**config.mk**
```make
export PLATFORM = sky130hd
export DESIGN_NAME = load_store_unit_flat
export DESIGN_NICKNAME = d
export VERILOG_FILES = /design/src/rtl/load_store_unit_pkg.sv /design/src/rtl/load_store_unit_if.sv /design/src/rtl/load_store_unit_lane_mux.sv /design/src/rtl/load_store_unit.sv /design/src/flat_wrapper.sv
export SDC_FILE = /design/constraint.sdc
export NUM_CORES = 1
export LEC_CHECK = 0
export CAP_MARGIN = 5
export CELL_PAD_IN_SITES_DETAIL_PLACEMENT = 0
export CELL_PAD_IN_SITES_GLOBAL_PLACEMENT = 1
export CORE_AREA = 3 3 126 104
export CTS_CLUSTER_SIZE = 12
export DETAILED_ROUTE_END_ITERATION = 12
export DIE_AREA = 0 0 129 107
export MAX_ROUTING_LAYER = met4
export PLACE_DENSITY = 0.88
export SLEW_MARGIN = 15
export SYNTH_ARGS = -nofsm -noshare
export SYNTH_HDL_FRONTEND = slang
export SYNTH_HIERARCHICAL = 1
export SYNTH_SLANG_ARGS = --single-unit
```
**constraint.sdc**
```tcl
create_clock -name clock -period 4.61 [get_ports clock]
set_input_delay 0.6915 -clock clock [delete_from_list [all_inputs] [get_ports clock]]
set_output_delay 0.6915 -clock clock [all_outputs]
set_load 0.02 [all_outputs]
```
**src/rtl/load_store_unit_pkg.sv**
```systemverilog
// Shared encodings for the load/store unit: access sizes, RMW state, default address width.
package lsu_pkg;

  localparam int unsigned LSU_BADDR_W = 15;
  localparam int unsigned DATA_W      = 32;

  localparam logic [1:0] SZ_BYTE = 2'd0;
  localparam logic [1:0] SZ_HALF = 2'd1;
  localparam logic [1:0] SZ_WORD = 2'd2;

  typedef enum logic {
    IDLE   = 1'b0,
    RMW_WR = 1'b1
  } lsu_state_e;

  // Encodings 2 and 3 both mean a full word access.
  function automatic logic is_word(input logic [1:0] size);
    return size[1];
  endfunction

endpackage

```
**src/rtl/load_store_unit_if.sv**
```systemverilog
// Core request and word-memory signals of the load/store unit.
// The misaligned flag exists only when LSU_MISALIGN_TRAP_EN is defined.
interface load_store_unit_if #(
  parameter int unsigned BADDR_W = lsu_pkg::LSU_BADDR_W
);

  logic                 req_valid;
  logic                 req_write;
  logic [1:0]           req_size;
  logic                 req_unsigned;
  logic [BADDR_W-1:0]   req_addr;
  logic [31:0]          req_wdata;
  logic                 stall;
  logic [31:0]          rdata;
`ifdef LSU_MISALIGN_TRAP_EN
  logic                 misaligned;
`endif
  logic [BADDR_W-3:0]   mem_addr;
  logic                 mem_read;
  logic                 mem_write;
  logic [31:0]          mem_wdata;
  logic [31:0]          mem_rdata;

  modport slave (
    input  req_valid, req_write, req_size, req_unsigned, req_addr, req_wdata, mem_rdata,
`ifdef LSU_MISALIGN_TRAP_EN
    output misaligned,
`endif
    output stall, rdata, mem_addr, mem_read, mem_write, mem_wdata
  );

  modport master (
    output req_valid, req_write, req_size, req_unsigned, req_addr, req_wdata, mem_rdata,
`ifdef LSU_MISALIGN_TRAP_EN
    input  misaligned,
`endif
    input  stall, rdata, mem_addr, mem_read, mem_write, mem_wdata
  );

endinterface

```
**src/rtl/load_store_unit_lane_mux.sv**
```systemverilog
// Big-endian lane extraction with sign/zero extension for loads, and lane merge
// of right-aligned store data into a previously read word.
module lsu_lane_mux
  import lsu_pkg::*;
(
  input  logic [1:0]  size_i,
  input  logic        unsigned_i,
  input  logic [1:0]  offset_i,
  input  logic [31:0] word_i,
  input  logic [31:0] wdata_i,
  input  logic [31:0] merge_i,
  output logic [31:0] load_o,
  output logic [31:0] merged_o
);

  logic [4:0]  byte_sh;
  logic [4:0]  half_sh;
  logic [7:0]  byte_v;
  logic [15:0] half_v;

  // Offset 0 is the most significant lane, so the shift is (3 - offset) lanes.
  assign byte_sh = {~offset_i, 3'b000};
  assign half_sh = {~offset_i[1], 4'b0000};
  assign byte_v  = 8'(word_i >> byte_sh);
  assign half_v  = 16'(word_i >> half_sh);

  always_comb begin
    load_o   = word_i;
    merged_o = wdata_i;
    if (size_i == SZ_BYTE) begin
      load_o   = {{24{~unsigned_i & byte_v[7]}}, byte_v};
      merged_o = (merge_i & ~(32'h0000_00FF << byte_sh)) |
                 (32'(wdata_i[7:0]) << byte_sh);
    end else if (size_i == SZ_HALF) begin
      load_o   = {{16{~unsigned_i & half_v[15]}}, half_v};
      merged_o = (merge_i & ~(32'h0000_FFFF << half_sh)) |
                 (32'(wdata_i[15:0]) << half_sh);
    end
  end

endmodule

```
**src/rtl/load_store_unit.sv**
```systemverilog
// Load/store unit: sub-word loads by lane extract, sub-word stores by a two-cycle
// read-modify-write. Define LSU_MISALIGN_TRAP_EN to flag and suppress misaligned accesses.
module load_store_unit
  import lsu_pkg::*;
#(
  parameter int unsigned BADDR_W = LSU_BADDR_W
) (
  input  logic                 clock,
  input  logic                 reset,
  load_store_unit_if.slave     bus
);

  lsu_state_e  state_q, state_d;
  logic [31:0] merge_q, merge_d;
  logic        trap;
  logic        go;
  logic        sub_store;
  logic [31:0] load_data;
  logic [31:0] merged;

`ifdef LSU_MISALIGN_TRAP_EN
  assign trap = bus.req_valid &
                (((bus.req_size == SZ_HALF) & bus.req_addr[0]) |
                 (is_word(bus.req_size) & (|bus.req_addr[1:0])));
  assign bus.misaligned = trap;
`else
  assign trap = 1'b0;
`endif

  assign go        = bus.req_valid & ~trap;
  assign sub_store = go & bus.req_write & ~is_word(bus.req_size);
  assign bus.mem_addr = bus.req_addr[BADDR_W-1:2];

  lsu_lane_mux u_lane_mux (
    .size_i     (bus.req_size),
    .unsigned_i (bus.req_unsigned),
    .offset_i   (bus.req_addr[1:0]),
    .word_i     (bus.mem_rdata),
    .wdata_i    (bus.req_wdata),
    .merge_i    (merge_q),
    .load_o     (load_data),
    .merged_o   (merged)
  );

  // Request decode and next state; memory controls are same-cycle.
  always_comb begin
    state_d       = state_q;
    merge_d       = merge_q;
    bus.stall     = 1'b0;
    bus.rdata     = '0;
    bus.mem_read  = 1'b0;
    bus.mem_write = 1'b0;
    bus.mem_wdata = '0;
    unique case (state_q)
      IDLE: begin
        if (go && !bus.req_write) begin
          bus.mem_read = 1'b1;
          bus.rdata    = load_data;
        end else if (go && is_word(bus.req_size)) begin
          bus.mem_write = 1'b1;
          bus.mem_wdata = bus.req_wdata;
        end else if (sub_store) begin
          bus.mem_read = 1'b1;
          bus.stall    = 1'b1;
          merge_d      = bus.mem_rdata;
          state_d      = RMW_WR;
        end
      end
      RMW_WR: begin
        // A dropped request here aborts the write.
        if (bus.req_valid) begin
          bus.mem_write = 1'b1;
          bus.mem_wdata = merged;
        end
        state_d = IDLE;
      end
      default: state_d = IDLE;
    endcase
  end

  always_ff @(posedge clock or posedge reset) begin
    if (reset) begin
      state_q <= IDLE;
      merge_q <= '0;
    end else begin
      state_q <= state_d;
      merge_q <= merge_d;
    end
  end

endmodule
```
**src/flat_wrapper.sv**
```systemverilog
// flat-port wrapper written by rule: the top's interface ports become plain ports
module load_store_unit_flat import lsu_pkg::*;
#(
  parameter int unsigned BADDR_W = LSU_BADDR_W
)
  (clock, reset, bus_req_valid, bus_req_write, bus_req_size, bus_req_unsigned, bus_req_addr, bus_req_wdata, bus_mem_rdata, bus_stall, bus_rdata, bus_mem_addr, bus_mem_read, bus_mem_write, bus_mem_wdata);
  load_store_unit_if #(.BADDR_W(BADDR_W)) bus_i ();
  input  logic clock;
  input  logic reset;
  input wire logic [$bits(bus_i.req_valid)-1:0] bus_req_valid;
  input wire logic [$bits(bus_i.req_write)-1:0] bus_req_write;
  input wire logic [$bits(bus_i.req_size)-1:0] bus_req_size;
  input wire logic [$bits(bus_i.req_unsigned)-1:0] bus_req_unsigned;
  input wire logic [$bits(bus_i.req_addr)-1:0] bus_req_addr;
  input wire logic [$bits(bus_i.req_wdata)-1:0] bus_req_wdata;
  input wire logic [$bits(bus_i.mem_rdata)-1:0] bus_mem_rdata;
  output wire logic [$bits(bus_i.stall)-1:0] bus_stall;
  output wire logic [$bits(bus_i.rdata)-1:0] bus_rdata;
  output wire logic [$bits(bus_i.mem_addr)-1:0] bus_mem_addr;
  output wire logic [$bits(bus_i.mem_read)-1:0] bus_mem_read;
  output wire logic [$bits(bus_i.mem_write)-1:0] bus_mem_write;
  output wire logic [$bits(bus_i.mem_wdata)-1:0] bus_mem_wdata;
  assign bus_i.req_valid = bus_req_valid;
  assign bus_i.req_write = bus_req_write;
  assign bus_i.req_size = bus_req_size;
  assign bus_i.req_unsigned = bus_req_unsigned;
  assign bus_i.req_addr = bus_req_addr;
  assign bus_i.req_wdata = bus_req_wdata;
  assign bus_i.mem_rdata = bus_mem_rdata;
  assign bus_stall = bus_i.stall;
  assign bus_rdata = bus_i.rdata;
  assign bus_mem_addr = bus_i.mem_addr;
  assign bus_mem_read = bus_i.mem_read;
  assign bus_mem_write = bus_i.mem_write;
  assign bus_mem_wdata = bus_i.mem_wdata;
  load_store_unit #(.BADDR_W(BADDR_W)) u_core (.clock(clock), .reset(reset), .bus(bus_i));
endmodule
```
==> flow_metrics.tcl, run 1 <==
set metrics [dict create \
    final_antenna_net_count 0 \
    ys_seq_area_share_pct 20.58 \
    crit_top_cell "clkdlybuf4s50_1" \
    post-dp-hpwl_um 10590 \
    status "complete, no violations" \
    crit_family "buffers and inverters" \
    end_kind "output port" \
    maxCapViolations 0 \
    grt_pass1_wl_um 21860 \
    postCtsSetupBuffers 0 \
    max_slew.worst_pin.slew_ns 0.9006 \
    grt_pass1_vias 4007 \
    area_growth_pct 36.11 \
    grt_setup_unrepaired "false" \
    post-place-cells 714 \
    track_usage_pct 20.39 \
    cts.clk_slew.worst_paths_ns 0.05 \
    ctsHoldBuffers 0 \
    layout_commonest_cell "clkdlybuf4s50_1" \
    io_buffers 139 \
    start_util_pct 33.49 \
    setup_viol 0 \
    tritoncts "yes" \
    final_cell_mix "138 x clkdlybuf4s50_1, 51 x nand2_1, 33 x and2_1, 33 x dfrtp_1, 32 x nand4b_1" \
    cts_resized 0 \
    fmax_ghz 0.2318 \
    p_leak_nw 2.068 \
    gp_congestion 0.8464 \
    die_area_um2 13800 \
    synth_area_um2 4013 \
    via_count 3996 \
    dr.pass1.iters 5 \
    syn_inst 469 \
    synthArstFlopShare_pct 100.0 \
    start_kind "input port" \
    hold_viol 0 \
    regArea_um2 825.8 \
    wire_per_inst_um 19.38 \
    tns_ns 0 \
    num_rows 36 \
    crit_type "in2out" \
    diodes 0 \
    hold_ws_ns 0.5144 \
    fillers 1191 \
    fin_worst_skew_ns 0.001263 \
    clock_path_buffers 2 \
    first_iter_violations 273 \
    htreeDepth 2 \
    fin_cells 721 \
    max_stage_delay_ns 0.72 \
    timing.slew.headroom_pct 39.96 \
    worst-path-buf-inv 2 \
    crit_fanout 16 \
    grt_overflow 0 \
    antenna_found_initial 0 \
    cp.arrival_ns 3.62 \
    yosys_warnings 6 \
    p_per_area_nw_per_um2 225.7 \
    multiInputGateArea_um2 2755 \
    yosysUniqueCellTypes 45 \
    synth-seq-cells 33 \
    critical_path.slowest_cell "clkdlybuf4s50_1" \
    r2r_slack_ns 2.12 \
    coreArea_um2 11980 \
    synth_fp_nets 555 \
    die_w_um 129 \
    vdd_drop_max_v 0.0001305 \
    synth-main-ff-cell "dfrtp_1" \
    root_buffer "clkbuf_16" \
    synth_edf_count 0 \
    hold_path.class "reg2reg" \
    final_max_slew_viol_count 0 \
    synth_area_per_cell_um2 8.556 \
    period_share_pct 93.59 \
    clk_latency_ns 0.27 \
    drive_above_1_share_pct 13.71 \
    drc_errors 0 \
    cts_buffers 5 \
    layout.nets 655 \
    period_minus_slack_ns 4.315 \
    fp.dieH_um 107 \
    viasPerCell 5.542 \
    path_cells "clkdlybuf4s50_1, or2_4, a21oi_2, mux2_2, nand2_1, a21boi_0, clkdlybuf4s50_1" \
    io_pins 166 \
    required_ns 3.92 \
    finalWirelength_um 13970 \
    cts_sinks 33 \
    grt_max_degree 39 \
]
cell usage after synthesis, types with 2 or more instances:
cell	instances	area, um^2
a22oi_1	3	22.52
mux2_4	30	450.4
mux2i_1	20	200.2
nand4b_1	32	280.3
or3_1	9	56.30
buf_4	19	142.6
or2_2	2	12.51
o21ai_0	9	45.04
a21oi_1	30	150.1
nand2_1	51	191.4
dfrtp_1	33	825.8
o22a_1	4	35.03
o22ai_1	27	168.9
a221oi_1	3	26.28
mux2_2	13	146.4
and2_1	33	206.5
buf_2	13	65.06
o221ai_1	3	26.28
a2bb2oi_1	4	35.03
nor2b_1	19	118.9
nor3b_1	2	15.01
buf_6	5	56.30
nand2b_1	9	56.30
nor2_1	4	15.01
a21oi_2	2	17.52
clkbuf_1	21	78.83
o31ai_1	8	60.06
inv_1	12	45.04
a21boi_0	29	217.7
buf_8	3	45.04
a21boi_1	3	22.52
cell type report:
class / count / share of cell area [%]
flip-flops and latches: 33 / 15.12
inverters: 13 / 0.8935
multi-input cells: 362 / 50.45
repair buffers: 154 / 27.45
clock buffers: 7 / 2.612
well taps: 152 / 3.482
through the flow:
step | worst slack (ns) | instance area, um^2 | power [mW] | util [%]
2_1_floorplan | 1.844 | 4013 | 0.7170 | -
3_3_place_gp | 0.4381 | 5319 | 0.8947 | 44.39
3_5_place_dp | 0.3319 | 5319 | 0.9044 | 44.39
4_1_cts | 0.3363 | 5461 | 1.237 | 45.58
5_1_grt | 0.1153 | 5461 | 1.296 | 45.58
6_report | 0.2955 | 5461 | 1.233 | 45.58
worst register-to-register path, delay by kind of cell (launching register included):
family	cells	cell delay, ns
buffers and inverters	2	0.90
flip-flops	1	0.72
multiplexers	1	0.42
AND/OR/NAND/NOR	1	0.35
cell families (layout without fill, tap and decap cells):
family / after synthesis / in the layout / share of synthesized area [%]
buffers and inverters: 74 / 174 / 10.88
DFF: 33 / 33 / 20.58
muxes: 63 / 63 / 19.86
and+or+nand+nor: 168 / 168 / 25.79
AOI/OAI and AO/OA: 131 / 131 / 22.89
where the power goes:
part / leakage, nW / switching (mW) / internal, mW / total (mW)
clock: 0.0700 / 0.116 / 0.212 / 0.328
combinational: 1.61 / 0.239 / 0.273 / 0.512
sequential: 0.392 / 0.0435 / 0.349 / 0.393
worst paths after layout:
path	from	end	cells after the start
worst max-delay path	bus_req_addr[0]	bus_mem_wdata[0]	7
worst min-delay path	u_core/merge_q[15]	u_core/merge_q[15]	1
worst max register to register	u_core/state_q	u_core/merge_q[19]	4
worst min register to register	u_core/merge_q[15]	u_core/merge_q[15]	1
max in group asynchronous	reset	u_core/merge_q[28]	3
min in group asynchronous	reset	u_core/merge_q[5]	3
routing by layer:
metal	GRT usage, %	vias to the layer above	routed length, um
met5	-	-	0
met4	3.448	0	173
met2	31.62	140	6637
li1	-	1879	-
met1	28.28	1962	6314
met3	3.685	15	847
sequential cells by signal, summed over array words and instances, names as in the netlist:
| name | count |
|---|---|
| u_core/state_q | 1 |
| u_core/merge_q | 32 |
(Power assumes the default switching activity.)
==> run 2: changes to the inputs <==
Settings changed: CORE_AREA 3 3 126 104 to 3 3 146 120, DIE_AREA 0 0 129 107 to 0 0 149 123, PLACE_DENSITY 0.88 to 0.69.
==> flow_metrics.tcl, run 2 (synthesis results as in run 1) <==
set metrics [dict create \
    setup_viol 0 \
    hold_path.class "reg2reg" \
    pre_cts_slack_ns 0.5879 \
    fp.dieH_um 123 \
    final.setup.worst_slack_ns 0.5672 \
    hold_viol 0 \
    finalWirelength_um 15460 \
    gp_congestion 0.8284 \
    largest_reg_flops 32 \
    coreArea_um2 16290 \
    cts_buffers 5 \
    multiInputGateArea_um2 2755 \
    die_area_um2 18330 \
    drive_above_1_share_pct 13.86 \
    antenna_found_initial 0 \
    regArea_um2 825.8 \
    layout.nets 655 \
    tritoncts "yes" \
    area_growth_pct 38.14 \
    tns_ns 0 \
    grt_setup_unrepaired "false" \
    required_ns 3.92 \
    io_pins 166 \
    post-dp-hpwl_um 11720 \
    fmax_ghz 0.2474 \
    max_slew.worst_pin.slew_ns 0.9434 \
    status "complete, no violations" \
    fin_cells 790 \
    viasPerCell 5.013 \
    start_util_pct 24.63 \
    postCtsSetupBuffers 0 \
    final_max_slew_viol_count 0 \
    clk_latency_ns 0.28 \
    period_share_pct 87.70 \
    track_usage_pct 16.72 \
    grt_pass1_vias 3943 \
    top_regs "u_core/merge_q: 32 flops, u_core/state_q: 1 flops" \
    p_per_area_nw_per_um2 222.2 \
    die_w_um 149 \
    htreeDepth 2 \
    dr.pass1.iters 4 \
    cp.arrival_ns 3.35 \
    final_antenna_net_count 0 \
    timing.slew.headroom_pct 37.11 \
    top_register "u_core/merge_q" \
    hold_ws_ns 0.5070 \
    period_minus_slack_ns 4.043 \
    grt_max_degree 57 \
    diodes 0 \
    fillers 1686 \
    root_buffer "clkbuf_16" \
    io_buffers 139 \
    end_kind "output port" \
    num_rows 42 \
    post-place-cells 782 \
    cts_sinks 33 \
    crit_type "in2out" \
    via_count 3960 \
    grt_overflow 0 \
    final_cell_mix "138 x clkdlybuf4s50_1, 51 x nand2_1, 33 x and2_1, 33 x dfrtp_1, 32 x nand4b_1" \
    p_total_mw 1.232 \
    start_kind "input port" \
    cts_resized 0 \
    maxCapViolations 0 \
    first_iter_violations 285 \
    crit_fanout 22 \
    p_leak_nw 2.068 \
    wire_per_inst_um 19.57 \
    layout_commonest_cell "clkdlybuf4s50_1" \
    cts.clk_slew.worst_paths_ns 0.05 \
    fin_worst_skew_ns 0.003452 \
    ctsHoldBuffers 0 \
    vdd_drop_max_v 0.0001417 \
    clock_path_buffers 2 \
    drc_errors 0 \
    grt_pass1_wl_um 23080 \
]
run 2: cell count changes in the layout (fill, tap and decap cells not counted):
| cell | previous run | this run |
|---|---|---|
| clkinv_2 | 0 | 2 |
| clkbuf_8 | 1 | 0 |
run 2: layout make-up:
type | instances | share of cell area, %
multi-input cells | 362 | 49.71
repair buffers | 154 | 27.04
flip-flops and latches | 33 | 14.90
well taps | 220 | 4.966
clock buffers | 6 | 2.325
inverters | 13 | 0.8804
clock inverters | 2 | 0.1806
run 2: worst max-delay path, stage by stage:
cell and delay (ns):
clkdlybuf4s50_1 0.52, buf_4 0.27, nand2b_1 0.34, a21oi_1 0.30, a21oi_1 0.23, nand2_1 0.07
a21boi_0 0.25, clkdlybuf4s50_1 0.66
run 2: worst paths after layout:
path / from / to / slack (ns) / cells past startpoint
worst min-delay path: u_core/merge_q[4] / u_core/merge_q[4] / 0.51 / 1
worst max-delay path: bus_req_size[0] / bus_mem_wdata[8] / 0.57 / 8
worst min register to register: u_core/merge_q[4] / u_core/merge_q[4] / 0.51 / 1
min in group asynchronous: reset / u_core/merge_q[6] / 0.81 / 3
max in group asynchronous: reset / u_core/merge_q[27] / 3.49 / 3
worst max register to register: u_core/state_q / u_core/merge_q[20] / 2.31 / 3
run 2: power breakdown:
group	internal [mW]	switching [mW]	leakage [nW]
logic	0.273	0.247	1.60
clock network	0.198	0.120	0.0706
registers	0.349	0.0432	0.392
total	0.821	0.411	2.07
run 2: layer usage:
layer	global-route usage (%)	share of wire [%]	vias up
li1	-	-	1891
met1	22.75	47	1930
met2	26.56	47	125
met3	2.968	5.0	14
met4	2.973	0.98	0
met5	-	0	-
run 2: stage by stage:
| stage | util, % | cell area (um^2) |
|---|---|---|
| 2_1_floorplan | - | 4013 |
| 3_5_place_dp | 33.17 | 5404 |
| 6_report | 34.02 | 5543 |
| 3_3_place_gp | 33.17 | 5404 |
| 5_1_grt | 34.02 | 5543 |
| 4_1_cts | 34.02 | 5543 |
